**src/rtl/counter_share_arbiter_pkg.sv**
```systemverilog
`default_nettype none
// ============================================================================
//  Module      : counter_share_pkg
//  Description : Shared types and constants for the counter-share arbiter:
//                FSM state encoding, default sizes and an index-width helper.
//  Revision    : 1.0  initial release
// ============================================================================
package counter_share_pkg;

    localparam int C_DEFAULT_NREQ = 4;
    localparam int C_DEFAULT_W    = 4;

    typedef enum logic [1:0] {
        IDLE  = 2'd0,
        COUNT = 2'd1,
        DONE  = 2'd2
    } state_t;

    // Width of a requester index; never narrower than one bit.
    function automatic int idx_w(input int n);
        return (n > 1) ? $clog2(n) : 1;
    endfunction

endpackage

`default_nettype wire

```
**src/rtl/counter_share_arbiter_if.sv**
```systemverilog
`default_nettype none
// ============================================================================
//  Module      : counter_share_arbiter_if
//  Description : Request/grant/counter bundle between the timing clients
//                (master) and the counter-share arbiter (slave).
//                  req    NREQ     per-requester request level
//                  len    NREQ*W   terminal counts, requester i at [i*W +: W]
//                  gnt    NREQ     one-hot grant
//                  gnt_id IW       granted requester index
//                  busy   1        counter owned
//                  done   1        terminal-count pulse
//                  cout   W        live counter value
//  Revision    : 1.0  initial release
// ============================================================================
interface counter_share_arbiter_if
    import counter_share_pkg::*;
#(
    parameter int NREQ = C_DEFAULT_NREQ,
    parameter int W    = C_DEFAULT_W
);
    localparam int IW = idx_w(NREQ);

    logic [NREQ-1:0]   req;
    logic [NREQ*W-1:0] len;
    logic [NREQ-1:0]   gnt;
    logic [IW-1:0]     gnt_id;
    logic              busy;
    logic              done;
    logic [W-1:0]      cout;

    modport master (
        output req, len,
        input  gnt, gnt_id, busy, done, cout
    );

    modport slave (
        input  req, len,
        output gnt, gnt_id, busy, done, cout
    );

endinterface

`default_nettype wire

```
**src/rtl/counter_share_arbiter_cnt_rr_pick.sv**
```systemverilog
`default_nettype none
// ============================================================================
//  Module      : cnt_rr_pick
//  Description : Combinational round-robin pick. Returns the first set
//                request at or after the pointer, wrapping NREQ-1 -> 0.
//                  i_req   NREQ        request vector
//                  i_ptr   clog2(NREQ) search start position
//                  o_valid 1           any request set
//                  o_index clog2(NREQ) winning requester
//  Revision    : 1.0  initial release
// ============================================================================
module cnt_rr_pick #(
    parameter int NREQ = 4
) (
    input  wire logic [NREQ-1:0]         i_req,
    input  wire logic [$clog2(NREQ)-1:0] i_ptr,
    output logic                         o_valid,
    output logic [$clog2(NREQ)-1:0]      o_index
);
    localparam int IW = $clog2(NREQ);

    // Scan offsets from farthest to nearest so the nearest hit is the last
    // one written and therefore wins.
    always_comb begin : p_pick
        logic [IW-1:0] w_pos;
        o_valid = 1'b0;
        o_index = '0;
        w_pos   = '0;
        for (int k = NREQ - 1; k >= 0; k--) begin
            w_pos = IW'((int'(i_ptr) + k) % NREQ);
            if (i_req[w_pos]) begin
                o_valid = 1'b1;
                o_index = w_pos;
            end
        end
    end

endmodule

`default_nettype wire

```
**src/rtl/counter_share_arbiter.sv**
```systemverilog
`default_nettype none
// ============================================================================
//  Module      : counter_share_arbiter
//  Description : Shares one W-bit up-counter between NREQ requesters. A
//                round-robin pick grants the counter, which runs from 0 up to
//                the winner's terminal count, pulses done, then releases.
//                  clk    rising-edge clock
//                  reset  asynchronous, active-low
//                  bus    counter_share_arbiter_if slave modport
//  Revision    : 1.0  initial release
// ============================================================================
module counter_share_arbiter
    import counter_share_pkg::*;
#(
    parameter int NREQ = C_DEFAULT_NREQ,
    parameter int W    = C_DEFAULT_W
) (
    input  wire logic              clk,
    input  wire logic              reset,
    counter_share_arbiter_if.slave bus
);
    localparam int IW = idx_w(NREQ);

    state_t            state_q, state_d;
    logic [NREQ-1:0]   gnt_q, gnt_d;
    logic [IW-1:0]     gnt_id_q, gnt_id_d;
    logic [IW-1:0]     ptr_q, ptr_d;
    logic              busy_q, busy_d;
    logic              done_q, done_d;
    logic [W-1:0]      cout_q, cout_d;
    logic [W-1:0]      len_q, len_d;

    logic              w_pick_valid;
    logic [IW-1:0]     w_pick_idx;
    logic [IW-1:0]     w_ptr_after;

    cnt_rr_pick #(
        .NREQ (NREQ)
    ) u_pick (
        .i_req   (bus.req),
        .i_ptr   (ptr_q),
        .o_valid (w_pick_valid),
        .o_index (w_pick_idx)
    );

    // The requester after the current owner starts the next search, which
    // keeps a finished or aborted owner from winning again while others wait.
    assign w_ptr_after = (gnt_id_q == IW'(NREQ - 1)) ? '0 : gnt_id_q + IW'(1);

    always_comb begin
        state_d  = state_q;
        gnt_d    = gnt_q;
        gnt_id_d = gnt_id_q;
        ptr_d    = ptr_q;
        busy_d   = busy_q;
        done_d   = done_q;
        cout_d   = cout_q;
        len_d    = len_q;

        case (state_q)
            IDLE: begin
                if (w_pick_valid) begin
                    state_d  = COUNT;
                    gnt_d    = NREQ'(1) << w_pick_idx;
                    gnt_id_d = w_pick_idx;
                    busy_d   = 1'b1;
                    len_d    = bus.len[w_pick_idx*W +: W];
                    cout_d   = '0;
                end
            end

            COUNT: begin
                // A dropped request wins over a simultaneous terminal match.
                if (!bus.req[gnt_id_q]) begin
                    state_d = IDLE;
                    gnt_d   = '0;
                    busy_d  = 1'b0;
                    cout_d  = '0;
                    ptr_d   = w_ptr_after;
                end else if (cout_q == len_q) begin
                    // Match is tested before increment, so cout never wraps
                    // even for an all-ones terminal count.
                    state_d = DONE;
                    done_d  = 1'b1;
                end else begin
                    cout_d = cout_q + W'(1);
                end
            end

            DONE: begin
                state_d = IDLE;
                done_d  = 1'b0;
                gnt_d   = '0;
                busy_d  = 1'b0;
                cout_d  = '0;
                ptr_d   = w_ptr_after;
            end

            default: begin
                state_d = IDLE;
                gnt_d   = '0;
                busy_d  = 1'b0;
                done_d  = 1'b0;
                cout_d  = '0;
            end
        endcase
    end

    always_ff @(posedge clk or negedge reset) begin
        if (!reset) begin
            state_q  <= IDLE;
            gnt_q    <= '0;
            gnt_id_q <= '0;
            ptr_q    <= '0;
            busy_q   <= 1'b0;
            done_q   <= 1'b0;
            cout_q   <= '0;
            len_q    <= '0;
        end else begin
            state_q  <= state_d;
            gnt_q    <= gnt_d;
            gnt_id_q <= gnt_id_d;
            ptr_q    <= ptr_d;
            busy_q   <= busy_d;
            done_q   <= done_d;
            cout_q   <= cout_d;
            len_q    <= len_d;
        end
    end

    assign bus.gnt    = gnt_q;
    assign bus.gnt_id = gnt_id_q;
    assign bus.busy   = busy_q;
    assign bus.done   = done_q;
    assign bus.cout   = cout_q;

endmodule

`default_nettype wire
```
**src/flat_wrapper.sv**
```systemverilog
// flat-port wrapper written by rule: the top's interface ports become plain ports
module counter_share_arbiter_flat import counter_share_pkg::*;
#(
    parameter int NREQ = C_DEFAULT_NREQ,
    parameter int W    = C_DEFAULT_W
)
  (clk, reset, bus_req, bus_len, bus_gnt, bus_gnt_id, bus_busy, bus_done, bus_cout);
  counter_share_arbiter_if #(.NREQ(NREQ), .W(W)) bus_i ();
  input  wire logic clk;
  input  wire logic reset;
  input wire logic [$bits(bus_i.req)-1:0] bus_req;
  input wire logic [$bits(bus_i.len)-1:0] bus_len;
  output wire logic [$bits(bus_i.gnt)-1:0] bus_gnt;
  output wire logic [$bits(bus_i.gnt_id)-1:0] bus_gnt_id;
  output wire logic [$bits(bus_i.busy)-1:0] bus_busy;
  output wire logic [$bits(bus_i.done)-1:0] bus_done;
  output wire logic [$bits(bus_i.cout)-1:0] bus_cout;
  assign bus_i.req = bus_req;
  assign bus_i.len = bus_len;
  assign bus_gnt = bus_i.gnt;
  assign bus_gnt_id = bus_i.gnt_id;
  assign bus_busy = bus_i.busy;
  assign bus_done = bus_i.done;
  assign bus_cout = bus_i.cout;
  counter_share_arbiter #(.NREQ(NREQ), .W(W)) u_core (.clk(clk), .reset(reset), .bus(bus_i));
endmodule
```
**config.mk**
```make
export PLATFORM = sky130hd
export DESIGN_NAME = counter_share_arbiter_flat
export DESIGN_NICKNAME = d
export VERILOG_FILES = /design/src/rtl/counter_share_arbiter_pkg.sv /design/src/rtl/counter_share_arbiter_if.sv /design/src/rtl/counter_share_arbiter_cnt_rr_pick.sv /design/src/rtl/counter_share_arbiter.sv /design/src/flat_wrapper.sv
export SDC_FILE = /design/constraint.sdc
export NUM_CORES = 1
export LEC_CHECK = 0
export CORE_AREA = 2 2 55 57
export DETAILED_ROUTE_END_ITERATION = 10
export DIE_AREA = 0 0 57 59
export GPL_ROUTABILITY_DRIVEN = 0
export GPL_TIMING_DRIVEN = 0
export PLACE_DENSITY = 0.83
export SLEW_MARGIN = 40
export SYNTH_ARGS = -nofsm -noshare
export SYNTH_HDL_FRONTEND = slang
export SYNTH_HIERARCHICAL = 1
export SYNTH_SLANG_ARGS = --single-unit
export TNS_END_PERCENT = 5
```
**constraint.sdc**
```tcl
create_clock -name clk -period 1.5 [get_ports clk]
set_input_delay 0.15 -clock clk [delete_from_list [all_inputs] [get_ports clk]]
set_output_delay 0.15 -clock clk [all_outputs]
set_load 0.05 [all_outputs]
```
==> summary.txt, run 1 <==
status = complete, but fails checks
failing checks = negative setup slack
first-pass GRT wire length = 4.47 mm
Initial Utilization = 40.6%
CP startpoint kind = flop
# nets final = 170
RSZ-0062 raised after global routing = yes
CTS tree = yes
initial DRC count = 14
largest net degree at the start of global routing = 21
DIE AREA = 0.00336 mm²
Max clock buf depth = 2
Max-Cap Viols = 0
worst-margin pin slew = 0.502 ns
crit path kind = flop to flop
final instance area = 0.00157 mm²
layout cells sized above 1 = 21.4%
PD cells = 2140 mW/mm²
most used cell, CP = nand2_1
Antenna Cells = 0
initial antenna violation count = 0
Placement Setup Slack = -0.578 ns
clock sinks = 20
f_max = 561 MHz
Die Height = 59 µm
Non-Filler Instances = 176
Die X = 57 µm
slowest CP cell = mux4_2
Final min period = 1.78 ns
final-report hold violation count = 0
peak supply drop = 1.40 mV
Async SR Flop Fraction = 100%
relative slew slack = 66.7%
WP data required = 1.71 ns
worst hold slack = 0.307 ns
Final WS setup = -0.281 ns
worst hold path type = primary input to async pin
clk slew on worst S/H paths = 0.12 ns
CP cell instances = nand2b_1 > a21oi_2 > a211oi_2 > buf_4 > mux4_2 > nand2_1 > nand2_1
GRT Residual Overflow = 0
# DRC = 0
synthesized area per cell = 10.5 µm²
input/output buffers = 33
Syn Nets = 129
Total Power = 0.00337 W
fill cell count = 238
Mapped Cells = 105
Most used DFF post-synth = dfrtp_1
Unique masters post-synth = 33
largest cells by area after synthesis = dfrtp_1 45%, mux4_2 10%, nand2_1 7.8%
Buf/Inv on CP = 1
post-synthesis cell area = 0.00110 mm²
crit end category = flop
final setup fails = 12
Leak = 0.730 nW
I/O Pins = 34
synth warn = 6
Synth area leader = dfrtp_1
CTS Buf Count = 3
gr usage total = 17.2%
post-synth top area share = 45.5%
clock latency on the worst-skew pair = 0.30 ns
Final Max Slew Viols = 0
Core Area = 0.00271 mm²
vias in the first global route = 1040
Detail Placement HPWL = 1.90 mm
drt wl/cell = 15.1 µm
flops & latches, synth = 20
Post-DP Area = 0.00147 mm²
cell row count = 19
routed via count = 973
Crit Path Max Fanout = 6
Max H-tree Level = 1
Tcrit/Tclk final = 119%
DR vias/cell = 5.53
synthesis-to-finish area growth = 42.7%
CTS root buffer = clkbuf_4
clk_skew = 0.00306 ns
placed cells = 169
sequential share of the synthesized area = 45.5%
CP max stage delay = 0.51 ns
number of synthesized flops with an enable pin = 0
ANT nets after route = 0
crit path DAT = 1.99 ns
final WL = 2.66 mm
CP top delay family = multiplexers
1st-pass router iterations = 4
==> power breakdown <==
group / internal, W / total, W / switching [W]
Clock: 0.000270 / 0.000443 / 0.000173
Sequential: 0.000775 / 0.00101 / 0.000230
Combinational: 0.000781 / 0.00192 / 0.00114
==> layout make-up <==
type	instances	area [µm²]	area share [%]
plain buffers	4	22.5	1.43
clock buffers	3	22.5	1.43
clock inverters	1	30.0	1.91
inverters	2	7.51	0.478
multi-input cells	79	612	38.9
flip-flops and latches	20	503	32.0
well taps	31	38.8	2.47
repair buffers	36	335	21.3
==> sequential cells by signal, summed over array words and instances (netlist names) <==
register,count
u_core/bus.busy,1
u_core/bus.cout,4
u_core/bus.done,1
u_core/bus.gnt,4
u_core/bus.gnt_id,2
u_core/len_q,4
u_core/ptr_q,2
u_core/state_q,2
==> cells in the mapped netlist (2+ instances only) <==
| cell type | instances |
|---|---|
| xnor2_1 | 4 |
| a32o_1 | 2 |
| mux4_2 | 5 |
| nand2_1 | 23 |
| o2bb2ai_1 | 2 |
| ha_1 | 2 |
| mux2_4 | 3 |
| o21ai_0 | 4 |
| inv_1 | 2 |
| a21o_1 | 3 |
| clkbuf_1 | 3 |
| nor2_1 | 8 |
| nor3_1 | 3 |
| dfrtp_1 | 20 |
| nand2b_1 | 2 |
| a31oi_1 | 2 |
==> worst paths after layout <==
path                              startpoint  slack, ns           endpoint  cells after the start
min in group clk           u_core/bus.gnt[1]       0.50  u_core/bus.gnt[1]                      1
max in group asynchronous              reset       0.86    u_core/ptr_q[1]                      2
setup / recovery             u_core/ptr_q[1]      -0.28    u_core/len_q[3]                      7
setup reg to reg             u_core/ptr_q[1]      -0.28    u_core/len_q[3]                      7
hold reg to reg            u_core/bus.gnt[1]       0.50  u_core/bus.gnt[1]                      1
hold / removal                         reset       0.31  u_core/bus.gnt[2]                      2
==> per-stage QoR <==
step | TNS, ns | utilization, %
final | -1.73 | 58.0
after global routing | -2.68 | 58.0
after CTS | -1.36 | 57.1
after detailed placement | -6.30 | 54.1
after global placement | -5.31 | 54.3
after floorplan | -3.03 | -
==> worst register-to-register path: stages (launching register included) <==
cell	delay, ns
dfrtp_2	0.44
nand2b_1	0.17
a21oi_2	0.09
a211oi_2	0.16
buf_4	0.19
mux4_2	0.51
nand2_1	0.09
nand2_1	0.05
==> logic make-up (layout without fill, tap and decap cells) <==
kind of cell | after synthesis | count (layout) | synth area share, %
mux | 9 | 9 | 15.2
simple gates | 45 | 45 | 18.6
flops | 20 | 20 | 45.5
compound gates | 19 | 19 | 13.1
xor+xnor | 4 | 4 | 3.18
buf+inv | 6 | 46 | 2.16
fa+ha+maj | 2 | 2 | 2.27
==> repair_timing <==
item | CTS | global route
endpoints found under the setup margin | 27 | 21
buffers inserted | 1 | 1
resized for setup | 25 | 11
hold buffers | 1 | 0
pin swaps | 9 | 1
cloned | 0 | 0
endpoints found under the hold margin | 20 | 0
==> per-layer routing <==
metal | GRT usage, % | wire length, µm
met5 | 0 | 0
met1 | 19.0 | 1070
met3 | 3.71 | 166
met2 | 32.5 | 1380
met4 | 6.31 | 49
==> placed cells by master, fill, tap and decap left out, drive strengths merged, types with 2 or more instances in the layout <==
master	n
buf	5
mux4	5
a31oi	2
nand2b	2
nor2	8
and2	2
ha	2
a32o	2
clkdlybuf4s50	20
nor3	3
o21ai	4
a21o	3
a211oi	2
dlygate4sd2	8
mux2	3
nand2	23
clkbuf	6
clkdlybuf4s15	3
dfrtp	20
inv	2
xnor2	4
o2bb2ai	2
No activity file was read; power rests on OpenSTA's default activity.
==> run 2: changes to the inputs <==
--- a/config.mk
+++ b/config.mk
@@ -9,7 +9,6 @@
 export DETAILED_ROUTE_END_ITERATION = 10
 export DIE_AREA = 0 0 57 59
 export GPL_ROUTABILITY_DRIVEN = 0
-export GPL_TIMING_DRIVEN = 0
 export PLACE_DENSITY = 0.83
 export SLEW_MARGIN = 40
 export SYNTH_ARGS = -nofsm -noshare
==> summary.txt, run 2 (synthesized netlist as in run 1, its figures left out) <==
crit path DAT = 1.87 ns
CP startpoint kind = flop
DIE AREA = 0.00336 mm²
peak supply drop = 1.52 mV
relative slew slack = 78.4%
Die X = 57 µm
fin util = 61.9%
clock latency on the worst-skew pair = 0.31 ns
worst-margin pin slew = 0.324 ns
I/O Pins = 34
drt wl/cell = 14.0 µm
RSZ-0062 raised after global routing = yes
setup_tns = -1.02 ns
CTS tree = yes
hold-fix buffers at CTS = 0
largest net degree at the start of global routing = 21
Final Max Slew Viols = 0
WP data required = 1.72 ns
crit end category = flop
input/output buffers = 33
Tcrit/Tclk final = 110%
PD cells = 2170 mW/mm²
initial antenna violation count = 0
gr usage total = 18.0%
cell row count = 19
final-report hold violation count = 0
CTS Buf Count = 3
Max-Cap Viols = 0
crit path kind = flop to flop
f_max = 604 MHz
1st-pass router iterations = 4
Leak = 0.779 nW
Die Height = 59 µm
Final min period = 1.66 ns
clk slew on worst S/H paths = 0.12 ns
Antenna Cells = 0
GRT Residual Overflow = 0
layout cells sized above 1 = 32.9%
Max clock buf depth = 2
vias in the first global route = 1101
Detail Placement HPWL = 2.15 mm
ANT nets after route = 0
status = complete, but fails checks
most frequent cells in the layout = 25 x buf_4, 21 x clkdlybuf4s50_1, 21 x nand2_1, 19 x dfrtp_1, 7 x nor2_1
Total Power = 0.00363 W
Core Area = 0.00271 mm²
worst hold path type = primary input to async pin
initial DRC count = 21
clk_skew = 0.00972 ns
final setup fails = 10
final WL = 2.61 mm
first-pass GRT wire length = 4.64 mm
Max H-tree Level = 1
# nets final = 180
Initial Utilization = 40.6%
DR vias/cell = 5.49
Placement Setup Slack = -0.472 ns
failing checks = negative setup slack
most common cell after layout, fill and taps aside = buf_4
Crit Path Max Fanout = 5
routed via count = 1021
clock sinks = 20
synthesis-to-finish area growth = 52.3%
CTS root buffer = clkbuf_4
# DRC = 0
Final WS setup = -0.157 ns
==> run 2: cell types whose count changed in the layout (fill, tap and decap cells not counted), moves of 2 or more <==
cell and delta:
buf_12 +3, buf_2 -2, buf_4 +22, clkbuf_2 -3, clkdlybuf4s15_1 -3, dlygate4sd2_1 -8
o21ai_0 +2
==> run 2: repair_timing <==
item	in CTS	in global routing
pin swaps	5	3
gates resized for setup	2	9
endpoints found under the setup margin	15	15
setup buffers	1	0
==> run 2: metal layers <==
layer  part of all wire (%)  GRT usage [%]  vias to the layer above
met5                      0              0                        -
met4                    1.6           9.30                        0
met3                    5.1           3.71                        6
met2                     52           31.9                       36
met1                     41           20.7                      496
li1                       -              -                      483
==> run 2: cell type report <==
cell class              count  area [µm²]
fillers                   223        1030
multi-input cells          79         607
flip-flops and latches     20         502
repair buffers             50         469
well taps                  31        38.8
clock inverters             1        30.0
clock buffers               3        22.5
inverters                   2        7.51
==> run 2: final timing paths <==
| path | start | end | slack (ns) | cells past startpoint |
|---|---|---|---|---|
| worst max-delay path | u_core/ptr_q[1] | u_core/len_q[0] | -0.16 | 7 |
| max in group asynchronous | reset | u_core/bus.gnt_id[0] | 1.12 | 2 |
| worst max register to register | u_core/ptr_q[1] | u_core/len_q[0] | -0.16 | 7 |
| worst min-delay path | reset | u_core/bus.busy | 0.16 | 2 |
| min in group clk | u_core/bus.busy | u_core/bus.busy | 0.51 | 1 |
| worst min register to register | u_core/bus.busy | u_core/bus.busy | 0.51 | 1 |
==> run 2: metrics by stage <==
stage,hold WS [ns],cell area [µm²],instances
2_1_floorplan,-0.146,1100,105
3_3_place_gp,0.469,1580,181
3_5_place_dp,0.468,1580,181
4_1_cts,0.153,1650,186
5_1_grt,0.172,1680,186
6_report,0.155,1680,186
==> run 2: worst max-delay path, stage by stage, from the launching register on <==
cell and delay, ns:
dfrtp_1 0.43, nand2b_1 0.12, a21oi_1 0.08, a211oi_2 0.14, buf_4 0.18, mux4_2 0.50, nand2_1 0.07, nand2_1 0.04
==> run 2: report_power, final <==
part / internal [W] / switching (W)
Combinational: 0.00103 / 0.00120
Clock: 0.000270 / 0.000174
Sequential: 0.000773 / 0.000184
Total: 0.00207 / 0.00156
==> run 3: changes to the inputs <==
--- a/config.mk
+++ b/config.mk
@@ -9,7 +9,9 @@
 export DETAILED_ROUTE_END_ITERATION = 10
 export DIE_AREA = 0 0 57 59
 export GPL_ROUTABILITY_DRIVEN = 0
+export MAX_ROUTING_LAYER = met4
 export PLACE_DENSITY = 0.83
+export SKIP_CTS_REPAIR_TIMING = 1
 export SLEW_MARGIN = 40
 export SYNTH_ARGS = -nofsm -noshare
 export SYNTH_HDL_FRONTEND = slang
==> summary.txt, run 3 (synthesized netlist as in run 1, its figures left out) <==
status = complete, but fails checks
failing checks = negative setup slack
CTS root buffer = clkbuf_4
fin util = 62.1%
CP max stage delay = 0.50 ns
peak supply drop = 1.49 mV
first-pass GRT wire length = 4.57 mm
most used cell, CP = nand2_1
Final WS setup = -0.170 ns
ANT nets after route = 0
layout cells sized above 1 = 36.4%
area of the multi-input gates = 623 µm²
f_max = 599 MHz
cell row count = 19
worst hold slack = 0.155 ns
final WL = 2.62 mm
routed via count = 1011
largest net degree at the start of global routing = 21
Max H-tree Level = 1
Leak = 0.776 nW
CTS tree = yes
DR vias/cell = 5.46
vias in the first global route = 1089
Initial Utilization = 40.6%
placed cells = 181
drt wl/cell = 14.2 µm
GRT Residual Overflow = 0
worst-margin pin slew = 0.329 ns
initial antenna violation count = 0
RSZ-0062 raised after global routing = yes
most frequent cells in the layout = 25 x buf_4, 21 x clkdlybuf4s50_1, 20 x nand2_1, 17 x dfrtp_1, 6 x nor2_1
initial DRC count = 23
clock latency on the worst-skew pair = 0.31 ns
final setup fails = 10
Max-Cap Viols = 0
crit end category = flop
DIE AREA = 0.00336 mm²
gr usage total = 18.4%
crit path kind = flop to flop
clk_skew = 0.00709 ns
# nets final = 179
CP startpoint kind = flop
register area = 504 µm²
1st-pass router iterations = 4
Crit Path Max Fanout = 5
Max clock buf depth = 2
CTS Buf Count = 3
slowest CP cell = mux4_2
Die X = 57 µm
Placement Setup Slack = -0.472 ns
# DRC = 0
relative slew slack = 78.0%
I/O Pins = 34
Tcrit/Tclk final = 111%
crit path DAT = 1.89 ns
CP top delay family = multiplexers
input/output buffers = 33
Die Height = 59 µm
clock sinks = 20
Final Max Slew Viols = 0
PD cells = 2160 mW/mm²
CP cell instances = mux2i_1 > a211oi_2 > buf_4 > mux4_2 > nand2_1 > nand2_1
Buf/Inv on CP = 1
Non-Filler Instances = 185
WP data required = 1.72 ns
Core Area = 0.00271 mm²
worst hold path type = primary input to async pin
setup_tns = -1.06 ns
Antenna Cells = 0
most common cell after layout, fill and taps aside = buf_4
Final min period = 1.67 ns
clk slew on worst S/H paths = 0.12 ns
Detail Placement HPWL = 2.15 mm
synthesis-to-finish area growth = 53.0%
fill cell count = 222
final-report hold violation count = 0
run 3: changes by cell type in the layout (fill, tap and decap cells not counted), sizes merged:
cell,previous run,this run
buf,29,28
run 3: worst paths after layout:
path | startpoint | end | slack (ns) | cells past startpoint
worst max-delay path | u_core/ptr_q[1] | u_core/len_q[2] | -0.17 | 6
worst min-delay path | reset | u_core/bus.busy | 0.15 | 2
worst max register to register | u_core/ptr_q[1] | u_core/len_q[2] | -0.17 | 6
worst min register to register | u_core/bus.busy | u_core/bus.busy | 0.51 | 1
max in group asynchronous | reset | u_core/ptr_q[0] | 1.12 | 2
min in group clk | u_core/bus.busy | u_core/bus.busy | 0.51 | 1
run 3: final cells by class:
| type | count | share of cell area (%) |
|---|---|---|
| Tap cell | 31 | 2.30 |
| Clock buffer | 3 | 1.34 |
| Multi-Input combinational cell | 79 | 37.0 |
| Timing Repair Buffer | 49 | 27.2 |
| Sequential cell | 20 | 29.9 |
| Clock inverter | 1 | 1.78 |
| Inverter | 2 | 0.446 |
run 3: routing by layer:
| layer | vias up | track usage [%] | share of wire (%) |
|---|---|---|---|
| li1 | 477 | - | - |
| met1 | 492 | 20.3 | 41 |
| met2 | 38 | 32.2 | 52 |
| met3 | 4 | 3.49 | 5.6 |
| met4 | 0 | 8.64 | 1.4 |
| met5 | - | - | 0 |
run 3: worst reg2reg max path, cell delays in order (launching register included):
cell      delay [ns]
dfrtp_2         0.46
mux2i_1         0.14
a211oi_2        0.18
buf_4           0.19
mux4_2          0.50
nand2_1         0.08
nand2_1         0.05
run 3: power by group:
part / internal (W) / total [W] / switching (W) / leakage, nW
registers: 0.000778 / 0.000968 / 0.000189 / 0.251
clock network: 0.000270 / 0.000449 / 0.000179 / 0.0279
logic: 0.00102 / 0.00222 / 0.00120 / 0.497
run 3: metrics by stage:
stage	cell area (µm²)	total power [W]
floorplan	1100	0.00231
global placement	1580	0.00300
detailed placement	1580	0.00307
CTS	1640	0.00353
global route	1680	0.00386
finish	1680	0.00363
